===== config.mk =====
export PLATFORM = sky130hd
export DESIGN_NAME = ps2_port
export DESIGN_NICKNAME = d
export VERILOG_FILES = /design/src/rtl/ps2_port.sv
export SDC_FILE = /design/constraint.sdc
export NUM_CORES = 1
export LEC_CHECK = 0
export CAP_MARGIN = 20
export CORE_MARGIN = 3
export CORE_UTILIZATION = 47
export CTS_CLUSTER_SIZE = 25
export DETAILED_ROUTE_END_ITERATION = 6
export HOLD_SLACK_MARGIN = 0.12
export PLACE_DENSITY = 0.72
export SYNTH_ARGS = -nofsm -noshare
export SYNTH_HDL_FRONTEND = slang
export SYNTH_SLANG_ARGS = --single-unit

===== constraint.sdc =====
create_clock -name clk -period 2.6 [get_ports clk]
set_clock_uncertainty 0.05 [all_clocks]
set_input_delay 0.52 -clock clk [delete_from_list [all_inputs] [get_ports clk]]
set_output_delay 0.52 -clock clk [all_outputs]
set_load 0.005 [all_outputs]

===== src/rtl/ps2_port.sv =====
// PS/2 device-to-host receiver: synchronises and filters the raw pins, frames
// 11-bit packets and emits validated scancode events with release/extended qualifiers.
module ps2_port #(
  parameter int FILTER  = 8,
  parameter int TIMEOUT = 6500
) (
  input  logic       clk,
  input  logic       reset,
  input  logic       clkps2,
  input  logic       dataps2,
  output logic [7:0] scancode,
  output logic       released,
  output logic       extended,
  output logic       kb_interrupt,
  output logic       frame_error
);

  localparam int TW = $clog2(TIMEOUT + 1);

  typedef enum logic [1:0] {IDLE, RECEIVE, CHECK} state_t;

  state_t            state, state_nx;
  logic [1:0]        clk_sync, dat_sync;
  logic [FILTER-1:0] filt_sr;
  logic              filt_clk;
  logic              ps2_edge;
  logic [3:0]        bitcnt;
  logic              start_bit;
  logic [9:0]        frame_sr;   // {stop, parity, data[7:0]} once complete
  logic [TW-1:0]     to_cnt;
  logic              timeout_hit;
  logic              frame_valid;
  logic              pre_rel, pre_ext;

  // NOTE: sequential state uses non-blocking (<=) so every flop samples the
  // pre-edge values; blocking here would make stage ordering matter.
  always_ff @(posedge clk or negedge reset) begin
    if (!reset) begin
      clk_sync <= 2'b11;
      dat_sync <= 2'b11;
    end else begin
      clk_sync <= {clk_sync[0], clkps2};
      dat_sync <= {dat_sync[0], dataps2};
    end
  end

  always_ff @(posedge clk or negedge reset) begin
    if (!reset) begin
      filt_sr  <= '1;
      filt_clk <= 1'b1;
    end else begin
      filt_sr <= {filt_sr[FILTER-2:0], clk_sync[1]};
      if (filt_sr == '0)
        filt_clk <= 1'b0;
      else if (filt_sr == '1)
        filt_clk <= 1'b1;
    end
  end

  // The edge cycle is the one in which the filtered clock is about to fall.
  assign ps2_edge    = filt_clk && (filt_sr == '0);
  assign timeout_hit = (state == RECEIVE) && !ps2_edge && (to_cnt == TW'(TIMEOUT - 1));
  assign frame_valid = !start_bit && frame_sr[9] && (^frame_sr[8:0]);

  always_ff @(posedge clk or negedge reset) begin
    if (!reset) state <= IDLE;
    else        state <= state_nx;
  end

  // NOTE: the default assignment first keeps this block free of inferred latches.
  always_comb begin
    state_nx = state;
    unique case (state)
      IDLE:    if (ps2_edge) state_nx = RECEIVE;
      RECEIVE: begin
        if (timeout_hit)                       state_nx = IDLE;
        else if (ps2_edge && bitcnt == 4'd10)  state_nx = CHECK;
      end
      CHECK:   state_nx = IDLE;
      default: state_nx = IDLE;
    endcase
  end

  always_ff @(posedge clk or negedge reset) begin
    if (!reset) begin
      bitcnt    <= '0;
      start_bit <= 1'b1;
      frame_sr  <= '0;
      to_cnt    <= '0;
    end else begin
      if (state != RECEIVE || ps2_edge) to_cnt <= '0;
      else                              to_cnt <= to_cnt + 1'b1;

      if (ps2_edge) begin
        if (state == IDLE) begin
          start_bit <= dat_sync[1];
          bitcnt    <= 4'd1;
        end else if (state == RECEIVE) begin
          frame_sr <= {dat_sync[1], frame_sr[9:1]};
          bitcnt   <= bitcnt + 4'd1;
        end
      end
    end
  end

  always_ff @(posedge clk or negedge reset) begin
    if (!reset) begin
      scancode     <= '0;
      released     <= 1'b0;
      extended     <= 1'b0;
      kb_interrupt <= 1'b0;
      frame_error  <= 1'b0;
      pre_rel      <= 1'b0;
      pre_ext      <= 1'b0;
    end else begin
      kb_interrupt <= 1'b0;
      frame_error  <= 1'b0;
      if (timeout_hit) begin
        frame_error <= 1'b1;
        pre_rel     <= 1'b0;
        pre_ext     <= 1'b0;
      end else if (state == CHECK) begin
        if (!frame_valid) begin
          frame_error <= 1'b1;
          pre_rel     <= 1'b0;
          pre_ext     <= 1'b0;
        end else if (frame_sr[7:0] == 8'hE0) begin
          pre_ext <= 1'b1;
        end else if (frame_sr[7:0] == 8'hF0) begin
          pre_rel <= 1'b1;
        end else begin
          // Prefix flags are consumed by this event and cleared alongside it.
          scancode     <= frame_sr[7:0];
          released     <= pre_rel;
          extended     <= pre_ext;
          kb_interrupt <= 1'b1;
          pre_rel      <= 1'b0;
          pre_ext      <= 1'b0;
        end
      end
    end
  end

endmodule

=== After elaboration in Yosys (flattened, before gate mapping) ===
Index checks and enable logic that the tools add are counted.

* RAM bits: 0
* ROM bits: 0
* Latch bits: 0
* Memories: 0
* Input bits: 4
* Bits in registers: 57
* Output and inout bits: 12
* Word-level logic and storage cells: 83

* Shifts and indexed selects: 0
* Multiply operators: 0
* Order comparisons: 0
* Bitwise gates (word level): 4
* Add/subtract/negate cells: 2
* Muxes and demuxes: 27
* Reduce and logical (&&, ||, !) cells: 22
* Eq/ne operators: 12
* Div/mod/pow operators: 0

{| class="wikitable"
|+ Operators with widths
! kind !! number
|-
| $eq A8 B8 Y1 const B || 3
|-
| $mux W1 || 20
|-
| $add A13 B1 Y13 const B || 1
|-
| $eq A13 B13 Y1 const B || 1
|-
| $mux W13 || 1
|-
| $reduce_and A2 Y1 || 5
|-
| $reduce_xor A9 Y1 || 1
|-
| $logic_not A8 Y1 || 1
|-
| $mux W4 || 2
|-
| $logic_and A1 B1 Y1 || 6
|-
| $mux W2 || 3
|-
| $reduce_bool A2 Y1 || 3
|-
| $reduce_and A5 Y1 || 1
|-
| $add A4 B1 Y4 const B || 1
|-
| $eq A4 B4 Y1 const B || 1
|-
| $ne A4 B4 Y1 const B || 1
|-
| $not A1 Y1 || 4
|-
| $pmux W2 S2 || 1
|-
| $ne A3 B2 Y1 const B || 1
|-
| $ne A3 B3 Y1 const B || 1
|-
| $reduce_and A3 Y1 || 1
|-
| $eq A2 B1 Y1 const B || 1
|-
| $eq A2 B2 Y1 const B || 1
|-
| $logic_not A1 Y1 || 2
|-
| other kinds (4) || 4
|}

=== Logic depth before layout (Yosys ltp) ===
* Word-level depth: 7
* Mapped depth: 7
* Mapped depth without buffers: 6

=== Worst setup path after synthesis ===
No wires, ideal clock.

* Path type: reg-to-reg
* Start: register frame_sr[4]
* End: register extended
* Arrival time: 1,876 ps
* Period minus slack after synthesis: 2,051 ps
* Buffers on the path: 1
* Library setup time: 125 ps
* Stages on the path, launching flop included: 8
* Setup slack: 549 ps
* Data required time: 2,425 ps
* Cells stage by stage: dfrtp_1 > inv_1 > ha_1 > xnor3_1 > xnor2_2 > nand3_1 > buf_6 > mux2_4

* Cells in the longest elaborated chain, start to end: 3
* Elaborated cells between the ends (all ways): 7
* Classes of those cells: eq/ne: 2; bitwise: 2; reduce/logical: 3

{| class="wikitable"
|+ Ends and longest elaborated chain
! element !! RTL line !! RTL
|-
| start, declared || 29 || <nowiki>logic [9:0] frame_sr;</nowiki>
|-
| start signal, assigned || 99 || <nowiki>frame_sr <= {dat_sync[1], frame_sr[9:1]};</nowiki>
|-
| $eq A8 B8 Y1, or another cell as far along || 129 || <nowiki>end else if (frame_sr[7:0] == 8'hF0) begin</nowiki>
|-
| $not A1 Y1 (no source line) or $logic_and A1 B1 Y1 (tied branches) || n/a ||
|-
| $reduce_and A5 Y1 (no source line) * || n/a ||
|-
| end signal, assigned || 135 || <nowiki>extended <= pre_ext;</nowiki>
|-
| end, declared || 13 || <nowiki>output logic extended,</nowiki>
|}

Mark *: on every way between the ends. The rest lies on a longest branch, timed or not.
A chain may end at the register's enable or synchronous reset.

=== Worst setup path in the final report ===
* Start: register frame_sr[4]
* End: register scancode[7]

* Cells in the longest elaborated chain, start to end: 3
* Elaborated cells between the ends (all ways): 7
* Classes of those cells: eq/ne: 2; bitwise: 2; reduce/logical: 3

{| class="wikitable"
|+ Ends and longest elaborated chain
! element !! RTL line !! RTL
|-
| $eq A8 B8 Y1, or another cell as far along || 129 ||
|-
| $not A1 Y1 (no source line) or $logic_and A1 B1 Y1 (tied branches) || n/a ||
|-
| $reduce_and A5 Y1 (no source line) * || n/a ||
|-
| end signal, assigned || 133 || <nowiki>scancode <= frame_sr[7:0];</nowiki>
|-
| end, declared || 11 || <nowiki>output logic [7:0] scancode,</nowiki>
|}

Marks and branches as above.

==> results.yml <==
synth:
  syn-num-nets: 208
  avgSynthCellArea_sq_um: 12.7
  yosys.area.top_type: "dfrtp_1"
  syn-cell-area_sq_um: 2490
  synth.top_cell.area_share_pct: 43.2
  synth_edf_count: 0
  syn_inst: 196
  synthTopCellsByArea: "dfrtp_1 (43%), dfstp_2 (15%), mux2_4 (5.4%)"
  async_flop_share_pct: 100
  ys_types: 41
  seq_area_frac_synth_pct: 58.0
  synth_seq_cells: 57
  synthFlopType: "dfrtp_1"
  yosysWarnings: 0
setup_path:
  setup.worst_path.start_class: "register"
  worstPathRequired_ns: 2.76
  path_class: "reg -> reg"
  cpMaxStageDelayCell: "dfrtp_1"
  cp_max_fo: 8
  rr_worst_depth: 7
  crit_arrival_ns: 2.36
  slowest_delay_ns: 0.39
  endpoint_kind: "register"
  cp_cell_sequence: "inv_1 > ha_1 > xnor3_1 > xnor2_2 > nand3_1 > buf_4 > mux2_1"
detailed_routing:
  drc: 0
  drtPass1Iterations: 4
  ant_nets: 0
  avgViaCountPerCell: 5.13
  wirelength_mm: 3.99
  wire_per_inst_um: 13.5
  drt_first_iter_violations: 83
  dr_total_vias: 1514
pwr:
  internal_power_w: 0.00139
  p_clk_share_pct: 45.1
  vdd_drop_max_mv: 0.418
  powerDensity_nw_per_um2: 592
  p_switching_w: 0.000352
  p_seq_share_pct: 53.1
  combPwrFrac_pct: 1.8
  power.leakage_nw: 1.34
  switching_share_pct: 20.3
flow_run:
  maxCapViolations: 0
timing:
  rsz0062_at_grt: "false"
  min_period_ns: 2.20
  hold_violations: 0
  slew_viol_final: 0
  hold-worst-slack_ns: 0.148
  max-slew-margin-rel_pct: 59.3
  final-setup-viol-count: 0
  fin_crit_sh_pct: 84.5
  tns_ns: 0
  fmax_mhz: 455
  max_slew.worst_pin.slew_ns: 0.611
clocking:
  cts_buffer_depth: 2
  cts-buffers-inserted: 9
  clk_pin_slew_ns: 0.06
  ctsHoldBuffers: 0
  post_cts_resized: 0
  h-tree-depth: 3
  clockRootBuffer: "clkbuf_8"
  cts_tree: "yes"
  cts_setup_buffers: 0
  clk_latency_ns: 0.33
  cts.sinks: 57
cells_and_area:
  drive_gt1_share_pct: 23.2
  n_fill_cell: 415
  fin_cells: 295
  syn2layout_area_growth_pct: 17.7
  n_antenna_cell: 0
  final_area_sq_um: 2930
  nets: 235
placement:
  postPlaceCellArea_sq_um: 2740
  dp.cells: 279
  io_buffers: 15
  hpwl_mm: 2.82
  routabilityCongestion: 0.777
global_route:
  grt_pass1_vias: 1471
  grt_overflow: 0
  antenna_found_initial: 0
  grt_pass1_wl_mm: 6.96
  grt_max_degree: 32
  grt_util_all_layers_pct: 14.8
die:
  die_area_sq_um: 6210
  core_area_sq_um: 4910
  ioPinCount: 16
  die_h_um: 78.8
  num_rows: 25
  start_util_pct: 50.7
  die_w_um: 78.8
status:
  status: "completed"
min_path:
  hold_path_class: "in -> async"
metal layers:
metal	routed length, um	vias up	GRT usage [%]
met2	1720	22	21.4
li1	-	749	-
met5	0	-	0
met3	163	7	5.78
met1	2040	736	19.5
met4	73	0	7.34
power by group through the flow:
stage	sequential [W]	clock (W)	combinational, W
6_report	0.000922	0.000784	0.0000314
5_1_grt	0.000923	0.000858	0.0000365
4_1_cts	0.000922	0.000811	0.0000332
3_5_place_dp	0.000937	0	0.0000332
3_3_place_gp	0.000936	0	0.0000322
2_1_floorplan	0.000934	0	0.00000712
cells in the mapped netlist (all sizes together), types with 2 or more instances:
cell type / count
dfstp: 14
xnor2: 5
xor2: 7
ha: 8
nor3: 2
nand3: 11
a21oi: 2
a32o: 2
and4: 2
inv: 9
mux2: 17
o31ai: 2
nor2: 16
clkbuf: 2
nor2b: 3
dfrtp: 43
or4b: 2
and3: 3
nand2: 14
nand4: 7
a41o: 2
nor4: 3
o21ai: 9
cell families (layout without fill, tap and decap cells):
| group | after synthesis | after routing | share of synthesized area [%] |
|---|---|---|---|
| and+or+nand+nor | 70 | 70 | 16.3 |
| muxes | 17 | 17 | 9.04 |
| xor gates and xnor gates | 13 | 13 | 5.42 |
| buffers and inverters | 12 | 44 | 2.11 |
| AOI/OAI and AO/OA | 19 | 19 | 5.12 |
| adders and majority gates | 8 | 8 | 4.02 |
| DFF | 57 | 57 | 58.0 |
critical path, delay by kind of cell (launching register included):
family	cells	cell delay, ns
flops	1	0.39
buf+inv	2	0.28
xor+xnor	2	0.60
mux	1	0.31
fa+ha+maj	1	0.31
simple gates	1	0.14
layout by cell type (no fill, tap or decap), types with 2 or more instances in the layout:
master | netlist | final
xor2_1 | 7 | 7
xnor2_1 | 4 | 4
nand4_1 | 6 | 6
nor4_4 | 2 | 2
nor2_1 | 16 | 16
dfrtp_1 | 43 | 43
clkdlybuf4s50_1 | 0 | 14
nor3_1 | 2 | 2
or4b_1 | 2 | 2
mux2_1 | 2 | 2
a41o_1 | 2 | 2
nand2_1 | 14 | 14
and3_1 | 3 | 3
a21oi_1 | 2 | 2
clkbuf_8 | 0 | 10
buf_4 | 0 | 3
a32o_1 | 2 | 2
inv_1 | 9 | 9
clkbuf_1 | 2 | 3
o21ai_0 | 4 | 4
ha_1 | 8 | 8
mux2_4 | 9 | 9
dfstp_2 | 14 | 14
clkinv_2 | 0 | 2
o21ai_1 | 5 | 5
nor2b_1 | 3 | 3
nand3_1 | 11 | 11
mux2_2 | 6 | 6
o31ai_1 | 2 | 2
registers in the layout, indices dropped and copies added, names as in the netlist, 2 cells and up:
name and flops:
bitcnt 4, scancode 8, dat_sync 2, filt_sr 8, state 2, to_cnt 13
clk_sync 2, frame_sr 10
cell type report:
| class | instances | area, sq um | area share (%) |
|---|---|---|---|
| timing repair buffer | 19 | 188 | 6.40 |
| clock inverter | 3 | 40.0 | 1.37 |
| tap | 67 | 83.8 | 2.86 |
| multi-input combinational | 127 | 995 | 33.9 |
| sequential | 57 | 1440 | 49.2 |
| clock buffer | 13 | 149 | 5.08 |
| inverter | 9 | 33.8 | 1.15 |
worst paths after layout:
kind | to | slack (ns) | startpoint
setup / recovery | scancode[7]$_DFFE_PN0P_ | 0.40 | frame_sr[4]$_DFFE_PN0P_
hold / removal | scancode[2]$_DFFE_PN0P_ | 0.15 | reset
min in group clk | clk_sync[1]$_DFF_PN1_ | 0.30 | clk_sync[0]$_DFF_PN1_
hold reg to reg | clk_sync[1]$_DFF_PN1_ | 0.30 | clk_sync[0]$_DFF_PN1_
setup reg to reg | scancode[7]$_DFFE_PN0P_ | 0.40 | frame_sr[4]$_DFFE_PN0P_
max in group asynchronous | dat_sync[1]$_DFF_PN1_ | 1.71 | reset
through the flow:
stage,util [%],setup WS (ns),total power [W]
3_5_place_dp,55.9,0.396,0.000970
3_3_place_gp,55.9,0.478,0.000968
5_1_grt,59.7,0.309,0.00182
2_1_floorplan,-,0.549,0.000941
4_1_cts,59.7,0.384,0.00177
6_report,59.7,0.404,0.00174
No activity file was read; power rests on OpenSTA's default activity.
